### src/rtl/crossbar_rr.sv
// Circuit-switched PORTS x PORTS crossbar with one round-robin arbiter per output.
// A granted input keeps its output while it keeps requesting it (wormhole locking).
module crossbar_rr #(
   parameter int  PORTS = 4,
   parameter int  WIDTH = 8,
   localparam int DW    = (PORTS > 1) ? $clog2(PORTS) : 1
) (
   input  logic                          clk,
   input  logic                          rst,
   input  logic [PORTS-1:0][WIDTH-1:0]   data_i,
   input  logic [PORTS-1:0]              bp_i,
   input  logic [PORTS-1:0][DW-1:0]      dest,
   input  logic [PORTS-1:0]              dest_en,
   output logic [PORTS-1:0][WIDTH-1:0]   data_o,
   output logic [PORTS-1:0]              bp_o,
   output logic [PORTS-1:0]              ack
);

   logic [PORTS-1:0]            owner_v_q, owner_v_d;
   logic [PORTS-1:0][DW-1:0]    owner_q, owner_d;
   logic [PORTS-1:0][DW-1:0]    rr_ptr_q, rr_ptr_d;

   logic [PORTS-1:0][PORTS-1:0] req_to;   // [output][input]
   logic [PORTS-1:0]            gnt_v;
   logic [PORTS-1:0]            gnt_new;
   logic [PORTS-1:0][DW-1:0]    gnt_idx;

   // Equality against an in-range output index also discards dest >= PORTS.
   always_comb begin
      req_to = '0;
      for (int o = 0; o < PORTS; o++) begin
         for (int i = 0; i < PORTS; i++) begin
            req_to[o][i] = dest_en[i] && (32'(dest[i]) == 32'(o));
         end
      end
   end

   always_comb begin
      int idx;
      idx     = 0;
      gnt_v   = '0;
      gnt_new = '0;
      gnt_idx = '0;
      for (int o = 0; o < PORTS; o++) begin
         if (owner_v_q[o] && req_to[o][owner_q[o]]) begin
            gnt_v[o]   = 1'b1;
            gnt_idx[o] = owner_q[o];
         end else begin
            for (int k = 0; k < PORTS; k++) begin
               idx = int'(rr_ptr_q[o]) + k;
               if (idx >= PORTS) idx = idx - PORTS;
               if (!gnt_v[o] && req_to[o][idx[DW-1:0]]) begin
                  gnt_v[o]   = 1'b1;
                  gnt_new[o] = 1'b1;
                  gnt_idx[o] = idx[DW-1:0];
               end
            end
         end
      end
   end

   // The pointer only moves on a fresh grant, so a held lock never skews fairness.
   always_comb begin
      int nxt;
      nxt       = 0;
      owner_v_d = gnt_v;
      owner_d   = owner_q;
      rr_ptr_d  = rr_ptr_q;
      for (int o = 0; o < PORTS; o++) begin
         if (gnt_v[o]) owner_d[o] = gnt_idx[o];
         if (gnt_new[o]) begin
            nxt = int'(gnt_idx[o]) + 1;
            if (nxt >= PORTS) nxt = 0;
            rr_ptr_d[o] = nxt[DW-1:0];
         end
      end
   end

   always_ff @(posedge clk or posedge rst) begin
      if (rst) begin
         owner_v_q <= '0;
         owner_q   <= '0;
         rr_ptr_q  <= '0;
      end else begin
         owner_v_q <= owner_v_d;
         owner_q   <= owner_d;
         rr_ptr_q  <= rr_ptr_d;
      end
   end

   // Ack/backpressure is a level, not a pulse: bp_o[i] mirrors the granted
   // output's bp_i every cycle the connection is held.
   always_comb begin
      data_o = '0;
      ack    = '0;
      bp_o   = '0;
      if (!rst) begin
         for (int o = 0; o < PORTS; o++) begin
            if (gnt_v[o]) begin
               data_o[o]        = data_i[gnt_idx[o]];
               ack[gnt_idx[o]]  = 1'b1;
            end
         end
         for (int i = 0; i < PORTS; i++) begin
            bp_o[i] = ack[i] && bp_i[dest[i]];
         end
      end
   end

endmodule

### config.mk
export PLATFORM = sky130hd
export DESIGN_NAME = crossbar_rr
export DESIGN_NICKNAME = d
export VERILOG_FILES = /design/src/rtl/crossbar_rr.sv
export SDC_FILE = /design/constraint.sdc
export NUM_CORES = 1
export LEC_CHECK = 0
export BUFFER_PORTS_ARGS = -buffer_cell sky130_fd_sc_hd__buf_2
export CORE_ASPECT_RATIO = 0.8
export CORE_MARGIN = 1
export CORE_UTILIZATION = 50
export CTS_BUF_LIST = sky130_fd_sc_hd__clkbuf_16
export DETAILED_ROUTE_END_ITERATION = 8
export PLACE_DENSITY_LB_ADDON = 0.25
export SLEW_MARGIN = 20
export SYNTH_ARGS = -nofsm -noshare
export SYNTH_HDL_FRONTEND = slang
export SYNTH_SLANG_ARGS = --single-unit
### constraint.sdc
create_clock -name clk -period 3.9 [get_ports clk]
set_input_delay 0.39 -clock clk [delete_from_list [all_inputs] [get_ports clk]]
set_output_delay 0.39 -clock clk [all_outputs]
set_load 0.02 [all_outputs]
== Word level (Yosys, flattened, before mapping) ==
Cells that the tools add are included.

* Register bits: 20
* Output and inout bits: 40
* Word-level logic and storage cells: 347

* Add/sub/neg operators: 32
* Equal/unequal tests: 12
* Order comparisons: 52
* Reduce and logical (&&, ||, !) cells: 56
* Bitwise operators: 3
* Multiplexer cells: 183

{| class="wikitable"
|+ Operators with widths
! cell !! count
|-
| 2-bit 2-to-1 mux || 56
|-
| 2-bit by 3-bit less-than comparator with 1-bit output (second input constant) || 28
|-
| 1-bit 2-to-1 mux || 76
|-
| 8-bit binary-select mux with 2-bit select || 4
|-
| 8-bit 2-to-1 mux || 8
|-
| 1-bit binary-select mux with 2-bit select || 24
|-
| 3-bit >= comparator (second input constant) || 16
|-
| 1-bit logical AND || 40
|-
| 4-bit 2-to-1 mux || 10
|-
| 32-bit 2-to-1 mux || 1
|-
| 2-bit by 1-bit subtractor with 2-bit output (second input constant) || 16
|-
| 2-bit by 1-bit adder with 3-bit output (second input constant) || 8
|-
| 2-bit by 2-bit adder with 3-bit output (second input constant) || 8
|-
| 2-bit equality test (second input constant) || 8
|-
| 2-bit by 3-bit >= comparator with 1-bit output (second input constant) || 4
|-
| 1-bit zero test || 12
|-
| 4-bit bitwise OR || 3
|-
| 1-bit demux with 2-bit select || 4
|-
| 2-bit by 1-bit equality test with 1-bit output (second input constant) || 4
|-
| 2-bit by 1-bit >= comparator with 1-bit output (second input constant) || 4
|-
| 2-bit zero test || 4
|}

== Longest topological paths before layout ==
* Word-level depth: 39
* Mapped depth: 12

== Worst setup path before layout ==
OpenSTA, ideal clock, no wires.

* Kind: input to output
* From: in dest[2] (netlist bit)
* To: out bp_o[3]
* Path slack: 0.773 ns
* Data required time: 3.510 ns
* Stages: 11
* Data arrival time: 2.737 ns
* Buffers on the path: 1
* Path through: buf_2 -> nand3b_1 -> nand4_1 -> a21bo_2 -> or2_2 -> nor2_1 -> or2_2 -> ha_1 -> a22oi_1 -> a21oi_1 -> and2_1

{| class="wikitable"
|+ RTL lines
! element !! line !! text
|-
| from (decl) || 12 || <nowiki>input logic [PORTS-1:0][DW-1:0] dest,</nowiki>
|-
| 2-bit equality test (*) || 33 || <nowiki>req_to[o][i] = dest_en[i] && (32'(dest[i]) == 32'(o));</nowiki>
|-
| 1-bit logical AND (*) || 33 ||
|-
| 1-bit binary-select mux with 2-bit select || 52 || <nowiki>if (!gnt_v[o] && req_to[o][idx[DW-1:0]]) begin</nowiki>
|-
| 1-bit 2-to-1 mux (not written as such) || 52 ||
|-
| 1-bit 2-to-1 mux || 52 ||
|-
| 1-bit 2-to-1 mux || 45 || <nowiki>if (owner_v_q[o] && req_to[o][owner_q[o]]) begin</nowiki>
|-
| 1-bit zero test || 52 ||
|-
| 1-bit logical AND || 52 ||
|-
| [10 not listed] || - ||
|-
| net gnt_v[2] || 24 || <nowiki>logic [PORTS-1:0] gnt_v;</nowiki>
|-
| 4-bit 2-to-1 mux (*) || 99 || <nowiki>if (gnt_v[o]) begin</nowiki>
|-
| 4-bit 2-to-1 mux (*) || 97 || <nowiki>if (!rst) begin</nowiki>
|-
| 4-bit bitwise OR (no line) || - ||
|-
| 4-bit 2-to-1 mux (*) || 99 ||
|-
| 4-bit 2-to-1 mux (*) || 97 ||
|-
| 1-bit logical AND (*) || 105 || <nowiki>bp_o[i] = ack[i] && bp_i[dest[i]];</nowiki>
|-
| 4-bit 2-to-1 mux (*) || 97 ||
|-
| to (decl) || 15 || <nowiki>output logic [PORTS-1:0] bp_o,</nowiki>
|}

Mark *: on every way through the listed nets, which the timed path passes. The rest lies on a longest branch. The select of a mux whose other input is x is not followed.

== Worst setup path in the final report ==
* From: in dest[2] (netlist bit)
* To: out bp_o[0]

Same word-level chain as after synthesis.

==> impl.org <==
** Critical path
- STA classifies the critical path endpoint as an output pin.
- Data required time of the worst path :: ~3.5 ns
- Critical path type :: input pin to output pin
- Worst setup path start :: dest[2]
- Data arrives at the worst endpoint at around 2.8 ns.
- In this run the critical register-to-register path is launched from owner_q[2].
- Of all nets on the critical path, the largest fanout is 10.
- Worst Setup Start Kind :: input pin
- In this run the critical register-to-register path is captured at rr_ptr_q[3].
- For flop-to-flop paths, the worst setup slack is 1.60 ns.
- Depth of the most critical reg-to-reg path :: 7

** Power and ir drop
- Share of power burned in the clock network :: 0.167
- The share of total power dissipated in sequential elements is 0.280.
- Of the total power, combinational logic draws 0.553.
- Total power of the final layout :: about 0.0013 W
- Peak VDD IR :: roughly 0.0002 V
- Of the total power, the share spent switching nets is 0.441.
- In this run the power density over the cells is roughly 360 nW/um^2.
- The internal power of the cells totals 0.000701 W.
- The analysis attributes to net switching a power of 0.000554 W.
- Leakage power total :: approximately 1.8 nW

** Layout
- Nets@finish :: ~490
- The finished cells cover between 3000 and 4000 sq um.
- Count of filler cells inserted in the layout :: approximately 500
- In the final layout, the share of cells above drive strength 1 is 0.277.
- Final antenna diode count :: 0
- For this run, the share of the core covered by cells in the final layout is 0.627.
- Growth of design area from synthesis to finish :: 17.0%

** Drt
- Detailed router's first-iteration violation count :: around 180
- The first detailed-routing pass ran for 4 iterations.
- The count of nets left with antenna violations once routing finished came out at 0.
- Detailed routing inserted a total of 3,099 vias.
- Using the TritonRoute via totals, the vias-per-cell ratio works out to between 6 and 7.
- After detailed routing, the average wire length per cell comes to between 15 and 20 um.
- Wires add up to roughly 8700 um.
- In the routed design, unresolved DRC markers number 0.

** Synthesis
- Most used flip-flop cell after synthesis :: sky130_fd_sc_hd__dfrtp_1
- Post-synthesis instance area :: roughly 3000 sq um
- Simple-Gate Fraction of Synth Area :: 0.217
- Main combinational cell family by area after synthesis :: multiplexers
- Flops & latches, synth :: 20
- Syn Area/Cell :: between 8 and 9 sq um
- Ranked by total cell area, the synthesized netlist is headed by sky130_fd_sc_hd__mux2i_1, sky130_fd_sc_hd__dfrtp_1, sky130_fd_sc_hd__ha_1.
- By instance count, the leading cell after synthesis is sky130_fd_sc_hd__mux2i_1.
- Net count after synthesis :: 408
- The share of the Yosys chip area taken by registers is 0.166.
- Dominant cell type by area after synthesis :: sky130_fd_sc_hd__mux2i_1
- FFs w/ async S/R, synth :: 1.00
- EDFF count, synth :: 0
- Warning count from the yosys run :: 0
- Gate count after technology mapping :: 342
- Post-synth top area share :: 0.230
- The compound-cell area share of the yosys netlist came to 0.210.
- Adder-cell area share of the yosys netlist :: 0.0665
- Synthesis instantiated 59 different standard cells from the library.
- Most numerous cell types in the synthesized netlist :: sky130_fd_sc_hd__mux2i_1, sky130_fd_sc_hd__o22ai_1, sky130_fd_sc_hd__dfrtp_1
- Xor and xnor area share after synthesis :: 0
- Proportion of synthesized area in mux cells :: 0.271

** Timing
- Hold Vio Cnt, Final :: 0
- Setup-violating endpoint count in the final report :: 0
- For the pin with the worst max-slew slack, the measured transition is 0.675 ns.
- WHS :: 0.258 ns
- Final critical-path required period :: 3.20 ns
- RSZ-0062 raised after global routing :: false
- The count of pins over their slew limit came to 0.
- Relative slew slack :: 0.549
- Of the available clock period, the critical path in the final layout requires 0.820.
- Clock skew on the completed layout was measured at between 0.002 and 0.003 ns.
- For this run, the top clock speed supported by timing is 0.313 GHz.
- Accumulated negative setup slack :: 0 ns

** Floorplanning
- Width of the chip :: ~90 um
- The floorplan step set the die height to 71.4 um.
- The initial utilization of the core area, before any placement, comes to 0.536.
- Core region area :: 5620 sq um
- For this design the top-level I/O count stands at 90.
- The floorplan has 24 rows.
- Die footprint :: between 6000 and 7000 sq um

** GRT
- Entering global routing, the biggest net connects 20 pins.
- The number of antenna violations at the first check in global routing was 0.
- The first global-routing pass estimated ~14,000 um of wire.
- Global router's overall resource usage :: 0.280
- After global routing the overflow that remains totals 0.
- Vias in the first global route :: ~3,000

** Clock network
- Clock-pin slew was measured on the worst setup and hold paths at about 0.06 ns.
- CTS hold repair buffers :: 0
- In this run the number of H-tree levels came out at 1.
- Number of sinks on the clock net :: 20
- CTS tree :: built
- In this run the clock root is driven by a sky130_fd_sc_hd__clkbuf_16.
- Total setup buffers inserted after CTS :: 0
- Gates resized during post-CTS repair numbered 0.
- Buffers inserted during clock tree synthesis total 3.
- Clock latency on the worst-skew pair :: 0.25 ns
- No sink is reached through more buffers than the 2 on the longest clock path.

** Placed design
- Final HPWL from detailed placement :: approximately 6800 um
- Total of buffers placed on input and output ports :: 89
- Final Wtd Congestion :: 0.857
- Area after DPL :: 3450 sq um

** Job
- Across the run, the number of max-cap violations was 0.

** Status
- The flow ran to the end, and the final reports show no timing, DRC or antenna violations.

** Hold path
- In this run the worst hold path is classified as input pin to async pin.
==> critical path, stage by stage <==
cell and delay, ns:
sky130_fd_sc_hd__buf_2 0.16, sky130_fd_sc_hd__nand3b_1 0.27, sky130_fd_sc_hd__nand4_1 0.29, sky130_fd_sc_hd__a21bo_2 0.28, sky130_fd_sc_hd__or2_2 0.30, sky130_fd_sc_hd__nor2_1 0.18, sky130_fd_sc_hd__nor2_1 0.09, sky130_fd_sc_hd__ha_1 0.19
sky130_fd_sc_hd__a22oi_1 0.23, sky130_fd_sc_hd__a21oi_1 0.13, sky130_fd_sc_hd__and2_1 0.15, sky130_fd_sc_hd__buf_2 0.15
==> placed cells by master (no fill, tap or decap), types with 2 or more instances in the layout <==
cell type and n:
sky130_fd_sc_hd__mux4_2 4, sky130_fd_sc_hd__nor2b_1 2, sky130_fd_sc_hd__a21oi_1 12, sky130_fd_sc_hd__nor4bb_1 5, sky130_fd_sc_hd__o22ai_1 32, sky130_fd_sc_hd__nand2_1 13, sky130_fd_sc_hd__buf_4 4, sky130_fd_sc_hd__nor3b_1 3
sky130_fd_sc_hd__a221oi_1 2, sky130_fd_sc_hd__nand4b_1 7, sky130_fd_sc_hd__nand4bb_1 2, sky130_fd_sc_hd__nand3b_1 8, sky130_fd_sc_hd__and2_1 10, sky130_fd_sc_hd__inv_1 19, sky130_fd_sc_hd__o221ai_1 2, sky130_fd_sc_hd__o21a_1 4
sky130_fd_sc_hd__nand4_1 5, sky130_fd_sc_hd__clkbuf_16 3, sky130_fd_sc_hd__nor2_1 8, sky130_fd_sc_hd__dfrtp_1 20, sky130_fd_sc_hd__a22oi_1 8, sky130_fd_sc_hd__or2_2 4, sky130_fd_sc_hd__mux2i_1 68, sky130_fd_sc_hd__nor3_1 3
sky130_fd_sc_hd__a211o_1 2, sky130_fd_sc_hd__mux2_2 3, sky130_fd_sc_hd__ha_1 16, sky130_fd_sc_hd__and3_1 2, sky130_fd_sc_hd__o221a_2 2, sky130_fd_sc_hd__nand3_1 8, sky130_fd_sc_hd__buf_2 89, sky130_fd_sc_hd__nand2b_1 4
sky130_fd_sc_hd__a21o_1 3, sky130_fd_sc_hd__a211oi_1 3, sky130_fd_sc_hd__and3b_1 4, sky130_fd_sc_hd__o21ai_0 14
==> through the flow <==
stage	setup WS [ns]	cells
6_report	0.704	497
5_1_grt	0.472	497
4_1_cts	0.711	497
2_1_floorplan	0.773	342
3_3_place_gp	0.801	494
3_5_place_dp	0.708	494
==> sequential cells by signal, indices dropped and copies added, names as in the netlist <==
| register | flops |
|---|---|
| owner_q | 8 |
| owner_v_q | 4 |
| rr_ptr_q | 8 |
==> power groups by stage <==
stage / sequential (W) / clock (W) / combinational [W]
2_1_floorplan: 0.000321 / 0 / 0.000526
3_3_place_gp: 0.000349 / 0 / 0.000677
3_5_place_dp: 0.000348 / 0 / 0.000689
4_1_cts: 0.000347 / 0.000210 / 0.000691
5_1_grt: 0.000359 / 0.000223 / 0.000760
6_report: 0.000351 / 0.000210 / 0.000694
==> area by class of cell <==
cell class / instances / area [sq um] / area share
well taps: 78 / 97.6 / 0.0277
inverters: 19 / 71.3 / 0.0202
multi-input cells: 284 / 2300 / 0.654
clock buffers: 3 / 75.1 / 0.0213
flip-flops and latches: 20 / 500 / 0.142
repair buffers: 93 / 475 / 0.135
==> kinds of logic after synthesis <==
logic type	after synthesis
and+or+nand+nor	97
AOI/OAI and AO/OA	95
muxes	76
buffers and inverters	38
DFF	20
adders and majority gates	16
==> layer usage <==
| layer | global-route usage | wire length [um] | vias to the layer above |
|---|---|---|---|
| met1 | 0.413 | 4090 | 1503 |
| met3 | 0.0438 | 509 | 10 |
| met4 | 0.0591 | 108 | 0 |
| met2 | 0.430 | 3980 | 99 |
| met5 | 0 | 0 | - |
| li1 | - | - | 1487 |
==> how the worst max path moves through the flow <==
stage | to | slack [ns] | depth (start not counted)
3_5_place_dp | bp_o[3] | 0.71 | 12
3_3_place_gp | bp_o[3] | 0.80 | 12
2_1_floorplan | bp_o[3] | 0.77 | 11
5_1_grt | bp_o[0] | 0.47 | 12
4_1_cts | bp_o[0] | 0.71 | 12
6_report | bp_o[0] | 0.70 | 12
Power figures use the tool's default switching activity.
